## src/rtl/bsg_manycore_tile_mem_arb_pkg.sv

```systemverilog
// Shared types and sizing helpers for the tile data-memory arbiter.
// Holds the lock state encoding and the starvation counter width rule.
package bsg_manycore_tile_mem_arb_pkg;

    typedef enum logic [0:0] {
        UNLOCKED = 1'b0,
        LOCKED   = 1'b1
    } lock_state_e;

    // Counter must be able to hold the limit value itself.
    function automatic int starve_cnt_width(input int limit);
        return $clog2(limit + 1);
    endfunction

endpackage

```

## src/rtl/bsg_manycore_tile_mem_arb_if.sv

```systemverilog
// Packet, core-request and memory-bus signal bundle of the tile memory arbiter.
// The slave modport is the arbiter's view; master is the surrounding tile's view.
interface bsg_manycore_tile_mem_arb_if #(
    parameter int x_cord_width_p = 4,
    parameter int y_cord_width_p = 4,
    parameter int data_width_p   = 32,
    parameter int addr_width_p   = 12
) ();
    localparam int mask_width_lp = data_width_p / 8;

    logic                      pkt_v_i;
    logic                      pkt_remote_store_i;
    logic                      pkt_freeze_i;
    logic                      pkt_unfreeze_i;
    logic                      pkt_unknown_i;
    logic                      pkt_lock_req_i;
    logic [data_width_p-1:0]   pkt_data_i;
    logic [addr_width_p-1:0]   pkt_addr_i;
    logic [mask_width_lp-1:0]  pkt_mask_i;
    logic [x_cord_width_p-1:0] pkt_from_x_i;
    logic [y_cord_width_p-1:0] pkt_from_y_i;
    logic                      pkt_yumi_o;

    logic                      core_v_i;
    logic                      core_w_i;
    logic [addr_width_p-1:0]   core_addr_i;
    logic [data_width_p-1:0]   core_data_i;
    logic [mask_width_lp-1:0]  core_mask_i;
    logic                      core_yumi_o;

    logic                      mem_v_o;
    logic                      mem_w_o;
    logic [addr_width_p-1:0]   mem_addr_o;
    logic [data_width_p-1:0]   mem_data_o;
    logic [mask_width_lp-1:0]  mem_mask_o;

    modport slave (
        input  pkt_v_i, pkt_remote_store_i, pkt_freeze_i, pkt_unfreeze_i,
               pkt_unknown_i, pkt_lock_req_i, pkt_data_i, pkt_addr_i,
               pkt_mask_i, pkt_from_x_i, pkt_from_y_i,
               core_v_i, core_w_i, core_addr_i, core_data_i, core_mask_i,
        output pkt_yumi_o, core_yumi_o,
               mem_v_o, mem_w_o, mem_addr_o, mem_data_o, mem_mask_o
    );

    modport master (
        output pkt_v_i, pkt_remote_store_i, pkt_freeze_i, pkt_unfreeze_i,
               pkt_unknown_i, pkt_lock_req_i, pkt_data_i, pkt_addr_i,
               pkt_mask_i, pkt_from_x_i, pkt_from_y_i,
               core_v_i, core_w_i, core_addr_i, core_data_i, core_mask_i,
        input  pkt_yumi_o, core_yumi_o,
               mem_v_o, mem_w_o, mem_addr_o, mem_data_o, mem_mask_o
    );
endinterface

```

## src/rtl/bsg_manycore_lock_ctrl.sv

```systemverilog
// Tile lock FSM: tracks UNLOCKED/LOCKED plus owner coordinates and decides
// which acquire packets and remote stores must stall.
module bsg_manycore_lock_ctrl
    import bsg_manycore_tile_mem_arb_pkg::*;
#(
    parameter int x_cord_width_p = 4,
    parameter int y_cord_width_p = 4
) (
    input  logic                      clk_i,
    input  logic                      reset_n_i,
    input  logic                      lock_evt_i,
    input  logic                      acquire_i,
    input  logic [x_cord_width_p-1:0] from_x_i,
    input  logic [y_cord_width_p-1:0] from_y_i,
    output logic                      acquire_stall_o,
    output logic                      store_block_o,
    output logic                      lock_held_o,
    output logic [x_cord_width_p-1:0] owner_x_o,
    output logic [y_cord_width_p-1:0] owner_y_o
);
    lock_state_e               state_r, state_next_s;
    logic [x_cord_width_p-1:0] owner_x_r, owner_x_next_s;
    logic [y_cord_width_p-1:0] owner_y_r, owner_y_next_s;
    logic                      from_owner_s;

    assign from_owner_s = (from_x_i == owner_x_r) && (from_y_i == owner_y_r);

    // State and owner registers.
    always_ff @(posedge clk_i or negedge reset_n_i) begin
        if (!reset_n_i) begin
            state_r   <= UNLOCKED;
            owner_x_r <= '0;
            owner_y_r <= '0;
        end else begin
            state_r   <= state_next_s;
            owner_x_r <= owner_x_next_s;
            owner_y_r <= owner_y_next_s;
        end
    end

    // Next-state, owner capture and stall decisions.
    always_comb begin
        state_next_s    = state_r;
        owner_x_next_s  = owner_x_r;
        owner_y_next_s  = owner_y_r;
        acquire_stall_o = 1'b0;
        store_block_o   = 1'b0;
        case (state_r)
            UNLOCKED: begin
                if (lock_evt_i && acquire_i) begin
                    state_next_s   = LOCKED;
                    owner_x_next_s = from_x_i;
                    owner_y_next_s = from_y_i;
                end else begin
                    state_next_s   = UNLOCKED;
                end
            end
            LOCKED: begin
                store_block_o = !from_owner_s;
                if (lock_evt_i && acquire_i && !from_owner_s) begin
                    acquire_stall_o = 1'b1;
                end else if (lock_evt_i && !acquire_i && from_owner_s) begin
                    state_next_s = UNLOCKED;
                end else begin
                    state_next_s = LOCKED;
                end
            end
            default: begin
                state_next_s = UNLOCKED;
            end
        endcase
    end

    assign lock_held_o = (state_r == LOCKED);
    assign owner_x_o   = owner_x_r;
    assign owner_y_o   = owner_y_r;

endmodule

```

## src/rtl/bsg_manycore_tile_mem_arb.sv

```systemverilog
// Tile data-memory arbiter: shares the single-port memory between remote stores
// and the core, applies freeze/lock/unknown packet actions, guards core starvation.
module bsg_manycore_tile_mem_arb
    import bsg_manycore_tile_mem_arb_pkg::*;
#(
    parameter int x_cord_width_p = 4,
    parameter int y_cord_width_p = 4,
    parameter int data_width_p   = 32,
    parameter int addr_width_p   = 12,
    parameter int starve_limit_p = 4
) (
    input  logic                        clk_i,
    input  logic                        reset_n_i,
    bsg_manycore_tile_mem_arb_if.slave  bus,
    output logic                        remote_store_done_o,
    output logic                        freeze_o,
    output logic                        lock_held_o,
    output logic [x_cord_width_p-1:0]   lock_owner_x_o,
    output logic [y_cord_width_p-1:0]   lock_owner_y_o,
    output logic                        unknown_pkt_o
);
    localparam int cnt_width_lp = starve_cnt_width(starve_limit_p);
    localparam logic [cnt_width_lp-1:0] starve_limit_lp = cnt_width_lp'(starve_limit_p);

    logic                    pkt_v_s;
    logic                    lock_evt_s;
    logic                    acquire_stall_s;
    logic                    store_block_s;
    logic                    remote_elig_s;
    logic                    core_elig_s;
    logic                    core_win_s;
    logic                    remote_win_s;
    logic                    ctrl_take_s;
    logic                    freeze_r;
    logic                    done_r;
    logic                    unknown_r;
    logic [cnt_width_lp-1:0] cnt_r, cnt_next_s;

    // Grants are suppressed while reset is held so nothing is consumed mid-reset.
    assign pkt_v_s    = bus.pkt_v_i && reset_n_i;
    assign lock_evt_s = pkt_v_s && bus.pkt_lock_req_i;

    bsg_manycore_lock_ctrl #(
        .x_cord_width_p (x_cord_width_p),
        .y_cord_width_p (y_cord_width_p)
    ) lock_ctrl (
        .clk_i           (clk_i),
        .reset_n_i       (reset_n_i),
        .lock_evt_i      (lock_evt_s),
        .acquire_i       (bus.pkt_data_i[0]),
        .from_x_i        (bus.pkt_from_x_i),
        .from_y_i        (bus.pkt_from_y_i),
        .acquire_stall_o (acquire_stall_s),
        .store_block_o   (store_block_s),
        .lock_held_o     (lock_held_o),
        .owner_x_o       (lock_owner_x_o),
        .owner_y_o       (lock_owner_y_o)
    );

    assign remote_elig_s = pkt_v_s && bus.pkt_remote_store_i && !store_block_s;
    assign core_elig_s   = bus.core_v_i && reset_n_i && !freeze_r;
    assign core_win_s    = core_elig_s && (!remote_elig_s || (cnt_r == starve_limit_lp));
    assign remote_win_s  = remote_elig_s && !core_win_s;

    // Control packets never need the memory; only a blocked acquire waits.
    assign ctrl_take_s = pkt_v_s && (bus.pkt_freeze_i || bus.pkt_unfreeze_i ||
                                     bus.pkt_unknown_i ||
                                     (bus.pkt_lock_req_i && !acquire_stall_s));

    assign bus.pkt_yumi_o  = remote_win_s || ctrl_take_s;
    assign bus.core_yumi_o = core_win_s;

    // Memory bus driven from whichever side won this cycle.
    always_comb begin
        bus.mem_v_o    = 1'b0;
        bus.mem_w_o    = 1'b0;
        bus.mem_addr_o = '0;
        bus.mem_data_o = '0;
        bus.mem_mask_o = '0;
        if (remote_win_s) begin
            bus.mem_v_o    = 1'b1;
            bus.mem_w_o    = 1'b1;
            bus.mem_addr_o = bus.pkt_addr_i;
            bus.mem_data_o = bus.pkt_data_i;
            bus.mem_mask_o = bus.pkt_mask_i;
        end else if (core_win_s) begin
            bus.mem_v_o    = 1'b1;
            bus.mem_w_o    = bus.core_w_i;
            bus.mem_addr_o = bus.core_addr_i;
            bus.mem_data_o = bus.core_data_i;
            bus.mem_mask_o = bus.core_mask_i;
        end else begin
            bus.mem_v_o    = 1'b0;
        end
    end

    // Starvation counter: counts core cycles lost to remote stores.
    always_comb begin
        cnt_next_s = cnt_r;
        if (freeze_r) begin
            cnt_next_s = cnt_r;
        end else if (!bus.core_v_i || core_win_s) begin
            cnt_next_s = '0;
        end else if (remote_win_s) begin
            cnt_next_s = cnt_r + cnt_width_lp'(1);
        end else begin
            cnt_next_s = cnt_r;
        end
    end

    // Freeze, pulse and counter registers.
    always_ff @(posedge clk_i or negedge reset_n_i) begin
        if (!reset_n_i) begin
            freeze_r  <= 1'b1;
            done_r    <= 1'b0;
            unknown_r <= 1'b0;
            cnt_r     <= '0;
        end else begin
            if (pkt_v_s && bus.pkt_freeze_i) begin
                freeze_r <= 1'b1;
            end else if (pkt_v_s && bus.pkt_unfreeze_i) begin
                freeze_r <= 1'b0;
            end else begin
                freeze_r <= freeze_r;
            end
            done_r    <= remote_win_s;
            unknown_r <= pkt_v_s && bus.pkt_unknown_i;
            cnt_r     <= cnt_next_s;
        end
    end

    assign freeze_o            = freeze_r;
    assign remote_store_done_o = done_r;
    assign unknown_pkt_o       = unknown_r;

endmodule

```

## src/flat_wrapper.sv

```systemverilog
// flat-port wrapper written by rule: the top's interface ports become plain ports
module bsg_manycore_tile_mem_arb_flat import bsg_manycore_tile_mem_arb_pkg::*;
#(
    parameter int x_cord_width_p = 4,
    parameter int y_cord_width_p = 4,
    parameter int data_width_p   = 32,
    parameter int addr_width_p   = 12,
    parameter int starve_limit_p = 4
)
  (clk_i, reset_n_i, remote_store_done_o, freeze_o, lock_held_o, lock_owner_x_o, lock_owner_y_o, unknown_pkt_o, bus_pkt_v_i, bus_pkt_remote_store_i, bus_pkt_freeze_i, bus_pkt_unfreeze_i, bus_pkt_unknown_i, bus_pkt_lock_req_i, bus_pkt_data_i, bus_pkt_addr_i, bus_pkt_mask_i, bus_pkt_from_x_i, bus_pkt_from_y_i, bus_core_v_i, bus_core_w_i, bus_core_addr_i, bus_core_data_i, bus_core_mask_i, bus_pkt_yumi_o, bus_core_yumi_o, bus_mem_v_o, bus_mem_w_o, bus_mem_addr_o, bus_mem_data_o, bus_mem_mask_o);
  bsg_manycore_tile_mem_arb_if #(.x_cord_width_p(x_cord_width_p), .y_cord_width_p(y_cord_width_p), .data_width_p(data_width_p), .addr_width_p(addr_width_p)) bus_i ();
  input  logic clk_i;
  input  logic reset_n_i;
  output logic remote_store_done_o;
  output logic freeze_o;
  output logic lock_held_o;
  output logic [x_cord_width_p-1:0] lock_owner_x_o;
  output logic [y_cord_width_p-1:0] lock_owner_y_o;
  output logic unknown_pkt_o;
  input wire logic [$bits(bus_i.pkt_v_i)-1:0] bus_pkt_v_i;
  input wire logic [$bits(bus_i.pkt_remote_store_i)-1:0] bus_pkt_remote_store_i;
  input wire logic [$bits(bus_i.pkt_freeze_i)-1:0] bus_pkt_freeze_i;
  input wire logic [$bits(bus_i.pkt_unfreeze_i)-1:0] bus_pkt_unfreeze_i;
  input wire logic [$bits(bus_i.pkt_unknown_i)-1:0] bus_pkt_unknown_i;
  input wire logic [$bits(bus_i.pkt_lock_req_i)-1:0] bus_pkt_lock_req_i;
  input wire logic [$bits(bus_i.pkt_data_i)-1:0] bus_pkt_data_i;
  input wire logic [$bits(bus_i.pkt_addr_i)-1:0] bus_pkt_addr_i;
  input wire logic [$bits(bus_i.pkt_mask_i)-1:0] bus_pkt_mask_i;
  input wire logic [$bits(bus_i.pkt_from_x_i)-1:0] bus_pkt_from_x_i;
  input wire logic [$bits(bus_i.pkt_from_y_i)-1:0] bus_pkt_from_y_i;
  input wire logic [$bits(bus_i.core_v_i)-1:0] bus_core_v_i;
  input wire logic [$bits(bus_i.core_w_i)-1:0] bus_core_w_i;
  input wire logic [$bits(bus_i.core_addr_i)-1:0] bus_core_addr_i;
  input wire logic [$bits(bus_i.core_data_i)-1:0] bus_core_data_i;
  input wire logic [$bits(bus_i.core_mask_i)-1:0] bus_core_mask_i;
  output wire logic [$bits(bus_i.pkt_yumi_o)-1:0] bus_pkt_yumi_o;
  output wire logic [$bits(bus_i.core_yumi_o)-1:0] bus_core_yumi_o;
  output wire logic [$bits(bus_i.mem_v_o)-1:0] bus_mem_v_o;
  output wire logic [$bits(bus_i.mem_w_o)-1:0] bus_mem_w_o;
  output wire logic [$bits(bus_i.mem_addr_o)-1:0] bus_mem_addr_o;
  output wire logic [$bits(bus_i.mem_data_o)-1:0] bus_mem_data_o;
  output wire logic [$bits(bus_i.mem_mask_o)-1:0] bus_mem_mask_o;
  assign bus_i.pkt_v_i = bus_pkt_v_i;
  assign bus_i.pkt_remote_store_i = bus_pkt_remote_store_i;
  assign bus_i.pkt_freeze_i = bus_pkt_freeze_i;
  assign bus_i.pkt_unfreeze_i = bus_pkt_unfreeze_i;
  assign bus_i.pkt_unknown_i = bus_pkt_unknown_i;
  assign bus_i.pkt_lock_req_i = bus_pkt_lock_req_i;
  assign bus_i.pkt_data_i = bus_pkt_data_i;
  assign bus_i.pkt_addr_i = bus_pkt_addr_i;
  assign bus_i.pkt_mask_i = bus_pkt_mask_i;
  assign bus_i.pkt_from_x_i = bus_pkt_from_x_i;
  assign bus_i.pkt_from_y_i = bus_pkt_from_y_i;
  assign bus_i.core_v_i = bus_core_v_i;
  assign bus_i.core_w_i = bus_core_w_i;
  assign bus_i.core_addr_i = bus_core_addr_i;
  assign bus_i.core_data_i = bus_core_data_i;
  assign bus_i.core_mask_i = bus_core_mask_i;
  assign bus_pkt_yumi_o = bus_i.pkt_yumi_o;
  assign bus_core_yumi_o = bus_i.core_yumi_o;
  assign bus_mem_v_o = bus_i.mem_v_o;
  assign bus_mem_w_o = bus_i.mem_w_o;
  assign bus_mem_addr_o = bus_i.mem_addr_o;
  assign bus_mem_data_o = bus_i.mem_data_o;
  assign bus_mem_mask_o = bus_i.mem_mask_o;
  bsg_manycore_tile_mem_arb #(.x_cord_width_p(x_cord_width_p), .y_cord_width_p(y_cord_width_p), .data_width_p(data_width_p), .addr_width_p(addr_width_p), .starve_limit_p(starve_limit_p)) u_core (.clk_i(clk_i), .reset_n_i(reset_n_i), .bus(bus_i), .remote_store_done_o(remote_store_done_o), .freeze_o(freeze_o), .lock_held_o(lock_held_o), .lock_owner_x_o(lock_owner_x_o), .lock_owner_y_o(lock_owner_y_o), .unknown_pkt_o(unknown_pkt_o));
endmodule
```

## config.mk

```make
export PLATFORM = sky130hd
export DESIGN_NAME = bsg_manycore_tile_mem_arb_flat
export DESIGN_NICKNAME = d
export VERILOG_FILES = /design/src/rtl/bsg_manycore_tile_mem_arb_pkg.sv /design/src/rtl/bsg_manycore_tile_mem_arb_if.sv /design/src/rtl/bsg_manycore_lock_ctrl.sv /design/src/rtl/bsg_manycore_tile_mem_arb.sv /design/src/flat_wrapper.sv
export SDC_FILE = /design/constraint.sdc
export NUM_CORES = 1
export LEC_CHECK = 0
export CORE_AREA = 2 2 69 71
export DETAILED_ROUTE_END_ITERATION = 8
export DIE_AREA = 0 0 71 73
export DONT_BUFFER_PORTS = 1
export PLACE_DENSITY = 0.55
export SLEW_MARGIN = 10
export SYNTH_ARGS = -nofsm -noshare
export SYNTH_HDL_FRONTEND = slang
export SYNTH_SLANG_ARGS = --single-unit
```

## constraint.sdc

```tcl
create_clock -name clk_i -period 3.7 [get_ports clk_i]
set_input_delay 1.11 -clock clk_i [delete_from_list [all_inputs] [get_ports clk_i]]
set_output_delay 1.11 -clock clk_i [all_outputs]
set_load 0.01 [all_outputs]
```

==> results.yml, run 1 <==
outcome:
  status: "complete, no violations"
timing:
  finClkSkew_ns: 0.00243
  period_needed_ns: 3.52
  rsz0062_at_grt: "no"
  relSlewSlack_pct: 72.5
  hold_viol_final: 0
  setup_viol: 0
  clock.fmax_ghz: 0.284
  finalSetupTns_ns: 0
  hold_ws_ns: 0.522
  finalWorstSetupSlack_ns: 0.175
  worst_pin_slew_ns: 0.413
  fin_crit_sh_pct: 95.3
  drv_slew: 0
worst_hold_path:
  hold_class: "register to register"
place:
  io_buffers: 0
  hpwl_mm: 4.11
  dp_slack_ns: 0.178
  place_congestion: 0.870
  dp.cells: 183
finish:
  final_layout_size_suffix_gt1_share_pct: 8.27
  area_growth_pct: 8.48
  fin_cells: 187
  antenna_cells: 0
  nNetsFinal: 250
floorplanning:
  io_pins: 178
  core.rowCount: 25
  die_w_um: 71
  start_util_pct: 28.6
  coreArea_mm2: 0.00454
  die_y_um: 73
  die_area_mm2: 0.00518
cts:
  cts_sinks: 15
  cts_resized: 0
  htreeDepth: 1
  cts_hold_buf: 0
  cts_tree: "built"
  cts_buffer_depth: 2
  clk_pin_slew_worst_paths_ns: 0.06
  cts-root-buf: "clkbuf_8"
  clk_latency_ns: 0.24
  cts_buffers: 3
  cts_setup_buffers: 0
global_route:
  grt_max_degree: 50
  overflow: 0
  grt_pass1_wl_mm: 6.36
  antenna_found_initial: 0
  first_global_vias: 1177
  grtUsageTotal_pct: 16.1
worst_setup_path:
  critPathCaptureType: "output port"
  cp.arrival_ns: 2.41
  max_stage_delay_ns: 0.31
  required_ns: 2.59
  crit_type: "input port to output port"
  critPathLaunchType: "input port"
  slowest_stage: "o21ai_2"
  critPathMaxFanout: 30
  path_cells: "xnor2_1 -> nand4_1 -> o21ai_2 -> nor2b_4 -> buf_12 -> a22o_1"
drt:
  ant_nets: 0
  first_iter_violations: 27
  routed_wirelength_mm: 4.73
  avgRoutedWirePerCell_um: 25.3
  drc: 0
  vias_per_cell: 6.32
  route.vias.total: 1182
  firstDrtPassIters: 4
logic_synthesis:
  syn-num-nets: 253
  synthCells: 137
  synth_warnings: 0
  syn-cell-area_mm2: 0.00130
  synth.distinct_cells: 30
  synth_xor_xnor_area_share_pct: 5.39
  avgSynthCellArea_um2: 9.48
  synthMuxAreaShare_pct: 6.94
  ys_seq_elements: 15
  synthAdderAreaFrac_pct: 1.93
  yosysSeqAreaShare_pct: 29.0
  synth_simple_gate_area_share_pct: 9.92
  synth-compound-area-share_pct: 39.4
  synth_top_family_by_area: "compound AO/OA/AOI/OAI gates"
power:
  worst_ir_drop_vdd_mv: 0.176
  p_sw_uw: 103
  switching_share_pct: 27.1
  power_density_mw_per_mm2: 270
  combinationalPowerShare_pct: 19.2
  seq_power_share_pct: 46.4
  p_total_uw: 381
  p_int_uw: 278
  power_leakage_nw: 0.583
  power_frac_clock_pct: 34.4
flow_run:
  drv_cap: 0
[per-layer routing]
metal  vias to the layer above  share of wire, %  GRT usage, %
met4                         0               1.4          4.82
met3                         6               8.3          3.45
met1                       564                36          17.6
met2                        90                55          30.8
met5                         -                 0             0
li1                        522                 -             -
[layout by cell type, fill, tap and decap left out]
master,count
a22o_1,49
o21ai_0,1
dfrtp_1,14
and3_1,2
ha_1,2
nor3_1,2
a21oi_1,2
a21oi_4,1
mux2_1,8
inv_1,5
nand2_1,9
nor2b_4,1
a21o_1,2
o41ai_1,1
a31oi_1,1
nor2_2,1
nand4_1,2
nor3b_1,1
dfstp_2,1
clkbuf_8,3
nand3_1,2
clkbuf_1,1
o21ai_2,1
o21ai_1,4
buf_12,3
and2_1,2
or2_1,1
nor2_1,3
xnor2_1,8
[logic make-up (layout without fill, tap and decap cells)]
family	count (synthesis)	after routing
adders and majority gates	2	2
buffers and inverters	16	12
muxes	8	8
AOI/OAI and AO/OA	62	62
DFF	15	15
xor gates and xnor gates	8	8
and+or+nand+nor	26	26
[final cells by class]
cell class / count / area (um2)
Fill cell: 469 / 3130
Inverter: 5 / 18.8
Clock buffer: 4 / 45.0
Sequential cell: 15 / 377
Multi-Input combinational cell: 106 / 841
Tap cell: 54 / 67.6
Timing Repair Buffer: 3 / 60.1
[registers in the layout, indices dropped and copies added, names as in the netlist]
name                          count
u_core.unknown_pkt_o              1
u_core.lock_ctrl.owner_x_o        4
u_core.cnt_r                      3
u_core.lock_ctrl.owner_y_o        4
u_core.lock_ctrl.lock_held_o      1
u_core.remote_store_done_o        1
u_core.freeze_o                   1
[critical path, delay by kind of cell]
family	cells	cell delay [ns]
AO/OA/AOI/OAI	2	0.55
buffers and inverters	1	0.19
AND/OR/NAND/NOR	2	0.42
XOR/XNOR	1	0.14
[power by group through the flow]
stage / logic (mW) / clock network [mW] / registers, mW
global route: 0.0779 / 0.143 / 0.177
detailed placement: 0.0736 / 0 / 0.179
CTS: 0.0739 / 0.136 / 0.176
finish: 0.0731 / 0.131 / 0.177
floorplan: 0.0647 / 0 / 0.177
global placement: 0.0720 / 0 / 0.179
[cell usage after synthesis]
library cell	n	area (um2)
mux2_1	8	90.1
a21oi_2	1	8.76
buf_6	2	22.5
clkbuf_1	2	7.51
nor2_2	1	6.26
nor2_1	3	11.3
nand3_1	2	10.0
buf_2	2	10.0
a22o_1	49	429
nand4_1	2	12.5
inv_1	5	18.8
o21ai_1	4	20.0
o21ai_2	1	8.76
nor3b_1	1	7.51
and2_1	2	12.5
nor2b_1	1	6.26
o41ai_1	1	8.76
buf_4	5	37.5
o21ai_0	1	5.00
ha_1	2	25.0
dfstp_2	1	26.3
or2_1	1	6.26
dfrtp_1	14	350
nand2_1	9	33.8
nor3_1	2	10.0
a21o_1	2	15.0
a21oi_1	2	10.0
xnor2_1	8	70.1
and3_1	2	12.5
a31oi_1	1	6.26
[metrics by stage]
| stage | area, um2 | utilization, % |
|---|---|---|
| after global placement | 1360 | 30.1 |
| after floorplan | 1300 | - |
| after detailed placement | 1360 | 30.1 |
| after global routing | 1410 | 31.1 |
| final | 1410 | 31.1 |
| after CTS | 1410 | 31.1 |
[final timing paths]
path / cells after the start / startpoint / to / slack [ns]
setup / recovery: 6 / bus_pkt_from_x_i[3] / bus_mem_data_o[5] / 0.18
hold / removal: 1 / u_core.cnt_r[0] / u_core.cnt_r[0] / 0.52
setup reg to reg: 5 / u_core.lock_ctrl.owner_x_o[2] / u_core.remote_store_done_o / 2.09
hold reg to reg: 1 / u_core.cnt_r[0] / u_core.cnt_r[0] / 0.52
max in group asynchronous: 0 / reset_n_i / u_core.freeze_o / 2.97
min in group asynchronous: 0 / reset_n_i / u_core.lock_ctrl.owner_x_o[0] / 0.56
Power figures use the tool's default switching activity.
==> run 2: changes to the inputs <==
Settings changed: CORE_AREA 2 2 69 71 to default, CORE_ASPECT_RATIO from default to 1.2, CORE_MARGIN from default to 2, CORE_UTILIZATION from default to 25, DIE_AREA 0 0 71 73 to default, DONT_BUFFER_PORTS 1 to default, PLACE_DENSITY 0.55 to 0.94.
==> run 2 against run 1 <==
Against the previous run: critical path depth up 6; critical path type unchanged; clock power up 6%; design area up 150%; the run now ends with setup timing left.
==> results.yml, run 2 (synthesis results as in run 1) <==
outcome:
  status: "complete, but fails checks"
  violations: "setup timing"
place:
  dp.cells: 380
  io_buffers: 177
  hpwl_mm: 5.40
  dp_slack_ns: -1.23
  place_congestion: 0.846
drt:
  drc: 0
  first_iter_violations: 75
  firstDrtPassIters: 4
  ant_nets: 0
  routed_wirelength_mm: 7.91
  route.vias.total: 2075
  vias_per_cell: 4.99
  avgRoutedWirePerCell_um: 19.0
worst_setup_path:
  max_stage_delay_ns: 0.22
  critPathLaunchType: "input port"
  path_cells: "buf_8 -> xnor2_4 -> nand4_1 -> o21ai_4 -> buf_6 -> buf_6 -> a21oi_4 -> buf_12 -> buf_8 -> buf_16 -> a22o_1 -> buf_2"
  crit_type: "input port to output port"
  critPathMaxFanout: 6
  critPathCaptureType: "output port"
  r2r-start: "u_core.lock_ctrl.owner_x_o[3]"
  slowest_stage: "o21ai_4"
  cp.arrival_ns: 2.77
  cp-startpoint: "bus_pkt_from_x_i[3]"
  required_ns: 2.59
floorplanning:
  core.rowCount: 28
  die_w_um: 69.8
  die_y_um: 83.0
  io_pins: 178
  coreArea_mm2: 0.00497
  start_util_pct: 26.1
  die_area_mm2: 0.00579
timing:
  finClkSkew_ns: 0.00443
  relSlewSlack_pct: 73.0
  period_needed_ns: 3.88
  finalSetupTns_ns: -5.70
  drv_slew: 0
  worst_pin_slew_ns: 0.400
  clock.fmax_ghz: 0.257
  hold_viol_final: 0
  setup_viol: 49
  rsz0062_at_grt: "yes"
  fin_crit_sh_pct: 105
  finalWorstSetupSlack_ns: -0.184
power:
  worst_ir_drop_vdd_mv: 0.275
  p_total_uw: 601
  power_leakage_nw: 1.65
  power_density_mw_per_mm2: 172
finish:
  fillers: 390
  fin_util_pct: 70.3
  area_growth_pct: 169
  nNetsFinal: 472
  fin_cells: 416
  seqCellArea_um2: 377
  final_cell_mix: "clkdlybuf4s50_1 (113), buf_2 (50), a22o_1 (49), buf_4 (31), dfrtp_1 (14)"
  final_common_cell: "clkdlybuf4s50_1"
  final_layout_size_suffix_gt1_share_pct: 36.1
  multiInputGateArea_um2: 975
worst_hold_path:
  hp-start: "u_core.cnt_r[0]"
  hold_class: "register to register"
global_route:
  first_global_vias: 2310
  grt_max_degree: 13
  antenna_found_initial: 0
  grtUsageTotal_pct: 26.8
  overflow: 0
  grt_pass1_wl_mm: 12.2
cts:
  clk_latency_ns: 0.26
  cts_tree: "built"
  cts_buffers: 3
  cts_buffer_depth: 2
  clk_pin_slew_worst_paths_ns: 0.06
  htreeDepth: 1
  cts_sinks: 15
  cts-root-buf: "clkbuf_8"
flow_run:
  drv_cap: 0
## run 2: changes by cell type in the layout (fill, tap and decap cells not counted), moves of 3 or more
cell,previous run,this run
buf_16,0,3
clkbuf_2,0,3
buf_6,0,10
xnor2_1,8,1
dlygate4sd2_1,0,3
clkdlybuf4s50_1,0,113
nor2b_4,1,4
buf_8,0,3
buf_2,0,50
xnor2_2,0,6
buf_4,0,31
## run 2: cell type report
class / instances / share of cell area (%)
clock buffer: 4 / 1.29
tap: 60 / 2.15
inverter: 5 / 0.536
antenna: 1 / 0.0715
multi-input combinational: 109 / 27.9
sequential: 15 / 10.8
timing repair buffer: 222 / 57.3
## run 2: per-layer routing
metal  vias to the layer above  wire [um]  track usage [%]
li1                        978          -                -
met1                       975       2800             27.7
met2                       109       4050             49.3
met3                        13        890             10.3
met4                         0        172             8.39
met5                         -          0                0
## run 2: report_power, final
group          internal, mW  switching, mW
clock                0.0766         0.0620
sequential            0.169        0.00370
combinational         0.194         0.0956
total                 0.439          0.161
## run 2: per-stage QoR
step,area (um2),hold WS [ns]
after floorplan,1300,0.472
after global placement,3240,0.489
after detailed placement,3240,0.514
after CTS,3530,0.519
after global routing,3500,0.554
final,3500,0.519
## run 2: path summary, 6_finish.rpt
path,endpoint,slack (ns),cells past startpoint
max in group asynchronous,u_core.freeze_o,2.55,2
min in group asynchronous,u_core.lock_ctrl.owner_x_o[0],0.91,2
min reg2reg,u_core.cnt_r[0],0.52,1
min,u_core.cnt_r[0],0.52,1
max,bus_mem_data_o[22],-0.18,12
max reg2reg,u_core.cnt_r[1],1.88,9
## run 2: what timing repair did
action / in CTS / in global routing
pin swaps: 40 / 19
setup endpoints to repair: 52 / 52
hold buffers: 0 / 0
setup buffers: 23 / 5
endpoints found under the hold margin: 0 / 0
gates resized for setup: 269 / 17
gates cloned: 8 / 0
## run 2: critical path, delay by kind of cell
kind / cells / cell delay (ns)
AND/OR/NAND/NOR: 1 / 0.21
XOR/XNOR: 1 / 0.12
buffers and inverters: 7 / 0.82
AO/OA/AOI/OAI: 3 / 0.49
==> run 3: changes to the inputs <==
Settings changed: ABC_CLOCK_PERIOD_IN_PS from default to 4100, CORE_UTILIZATION 25 to 26, SYNTH_HIERARCHICAL from default to 1.
Clock period 3.7 ns to 4.1 ns, I/O delays scaled along.
==> run 3 against run 2 <==
Against the previous run: the flow still finishes with violations (setup timing); global-route usage decreased by 2.1 points; sequential cell count is the same; utilization shrank 3.8 points; final cell count decreased by 3.6%; sequential share of layout area up 0.070 points; non-clock buffer count down 9; synthesized cell count decreased by 1.5%; combinational power decreased by 8.7%; count of clock-buffer cells in the layout fell by 1; worst hold slack worse by 0.0068 ns; via count hardly changed; critical endpoint is now bus_mem_data_o[5]; largest cell class unchanged.
==> results.yml, run 3 <==
global_route:
  first_global_vias: 2184
  met2_usage_pct: 43.6
  grt.busiest_layer: "met2"
  antenna_found_initial: 2
  use_met1_pct: 26.7
  overflow: 0
  grt_pass1_wl_mm: 11.5
  grtUsageTotal_pct: 24.8
  met3_usage_pct: 9.90
  grt_max_degree: 17
finish:
  fin_util_pct: 66.5
  fillers: 410
  fin_area_mm2: 0.00348
  final_common_cell: "clkdlybuf4s50_1"
  area_growth_pct: 152
  final_cell_mix: "clkdlybuf4s50_1 (116), buf_2 (48), a22o_1 (48), buf_4 (19), dfrtp_1 (14)"
  fin_cells: 401
  final_layout_size_suffix_gt1_share_pct: 35.7
  antenna_cells: 0
  nNetsFinal: 456
cts:
  clk_latency_ns: 0.25
  cts_buffer_depth: 2
  cts_hold_buf: 0
  cts_tree: "built"
  clk_pin_slew_worst_paths_ns: 0.06
  htreeDepth: 1
  cts_sinks: 15
  cts_buffers: 3
  cts-root-buf: "clkbuf_8"
floorplanning:
  coreArea_mm2: 0.00523
  start_util_pct: 26.4
  core.rowCount: 29
  die_y_um: 83.8
  die_w_um: 70.5
  die_area_mm2: 0.00591
  io_pins: 178
drt:
  firstDrtPassIters: 4
  vias_per_cell: 5.17
  routed_wirelength_mm: 7.67
  drc: 0
  avgRoutedWirePerCell_um: 19.1
  first_iter_violations: 50
  route.vias.total: 2074
  ant_nets: 0
worst_setup_path:
  crit_family: "buffers and inverters"
  r2r_slack_ns: 2.00
  max_stage_delay_ns: 0.34
  critPathCaptureType: "output port"
  required_ns: 2.87
  path_cells: "buf_6 -> xnor2_4 -> nand4_1 -> o21ai_2 -> inv_1 -> and4b_4 -> buf_6 -> a21oi_4 -> buf_12 -> buf_6 -> a22o_1 -> buf_2"
  crit_type: "input port to output port"
  critical_path_depth: 12
  cp.buffers_inverters: 6
  slowest_stage: "and4b_4"
  worstRegToRegCells: 10
  critPathMaxFanout: 16
  critPathLaunchType: "input port"
  crit_path_frequent_cell: "buf_6"
  cp.arrival_ns: 3.00
logic_synthesis:
  yosys.area.top_type: "a22o_1"
  synthArstFlopShare_pct: 100
  syn-num-nets: 251
  yosysSeqAreaShare_pct: 27.3
  ys_top_cells_by_count: "a22o_1 (48), dfrtp_1 (14), buf_6 (9)"
  synth.distinct_cells: 34
  yosysMostFrequentCell: "a22o_1"
  syn-cell-area_mm2: 0.00138
  synthCells: 135
  avgSynthCellArea_um2: 10.2
  synth_top_area_share_pct: 30.4
  yosys-top-cells-area: "a22o_1 (30%), dfrtp_1 (25%), mux2_4 (8.7%)"
  synth_warnings: 6
  synth_edf_count: 0
  ys_seq_elements: 15
  synth_ff_type: "dfrtp_1"
timing:
  finClkSkew_ns: 0.00162
  finalSetupTns_ns: -2.02
  drv_slew: 0
  hold_viol_final: 0
  rsz0062_at_grt: "yes"
  fin_crit_sh_pct: 103
  hold_ws_ns: 0.512
  setup_viol: 46
  worst_pin_slew_ns: 0.542
  relSlewSlack_pct: 63.8
  clock.fmax_ghz: 0.237
  period_needed_ns: 4.23
  finalWorstSetupSlack_ns: -0.126
flow_run:
  drv_cap: 0
worst_hold_path:
  hold_class: "register to register"
  min_path_cells: 1
power:
  power_density_mw_per_mm2: 160
  power_leakage_nw: 1.65
  worst_ir_drop_vdd_mv: 0.182
place:
  io_buffers: 177
  dp.cells: 375
  place_congestion: 0.841
  hpwl_mm: 5.68
  placed_cell_area_mm2: 0.00327
outcome:
  violations: "setup timing"
  status: "complete, but fails checks"
## run 3: area by class of cell
| cell class | instances | area [um2] | area share, % |
|---|---|---|---|
| Sequential cell | 15 | 377 | 10.8 |
| Tap cell | 62 | 77.6 | 2.23 |
| Inverter | 6 | 22.5 | 0.648 |
| Clock buffer | 3 | 41.3 | 1.19 |
| Clock inverter | 1 | 5.00 | 0.144 |
| Timing Repair Buffer | 213 | 2010 | 57.8 |
| Multi-Input combinational cell | 101 | 946 | 27.2 |
## run 3: report_power, final
part | leakage, nW | total [mW] | switching [mW] | internal, mW
clock network | 0.0255 | 0.122 | 0.0548 | 0.0674
registers | 0.196 | 0.170 | 0.0127 | 0.158
logic | 1.43 | 0.264 | 0.0852 | 0.178
total | 1.65 | 0.556 | 0.153 | 0.403
## run 3: logic make-up after synthesis
kind of cell / after synthesis / share of synthesized area (%)
compound gates: 62 / 37.1
fa+ha+maj: 2 / 1.81
flops: 15 / 27.3
buf+inv: 19 / 10.6
xor+xnor: 8 / 5.07
simple gates: 21 / 9.42
mux: 8 / 8.70
## run 3: through the flow
step,setup slack [ns],total power [mW]
2_1_floorplan,0.221,0.239
3_3_place_gp,-0.812,0.426
3_5_place_dp,-0.913,0.432
4_1_cts,-0.141,0.553
5_1_grt,-0.227,0.580
6_report,-0.126,0.556
## run 3: worst paths after layout
| kind | start | to |
|---|---|---|
| max | bus_pkt_from_y_i[3] | bus_mem_data_o[5] |
| min | u_core/cnt_r[0] | u_core/cnt_r[0] |
| max reg2reg | u_core/lock_ctrl/owner_y_o[3] | u_core/remote_store_done_o |
| min reg2reg | u_core/cnt_r[0] | u_core/cnt_r[0] |
| max in group asynchronous | reset_n_i | u_core/freeze_o |
| min in group asynchronous | reset_n_i | u_core/lock_ctrl/owner_y_o[1] |
## run 3: what timing repair did
action,in CTS,in global routing
cloned,6,0
pin swaps,31,15
setup buffers,16,2
setup endpoints to repair,52,51
gates resized for setup,257,18
## run 3: layer usage
metal | part of all wire (%) | routed length, um | vias to the layer above
met1 | 36 | 2740 | 972
met3 | 11 | 828 | 28
met2 | 50 | 3830 | 134
met4 | 3.3 | 251 | 4
li1 | - | - | 936
met5 | 0.33 | 25 | -
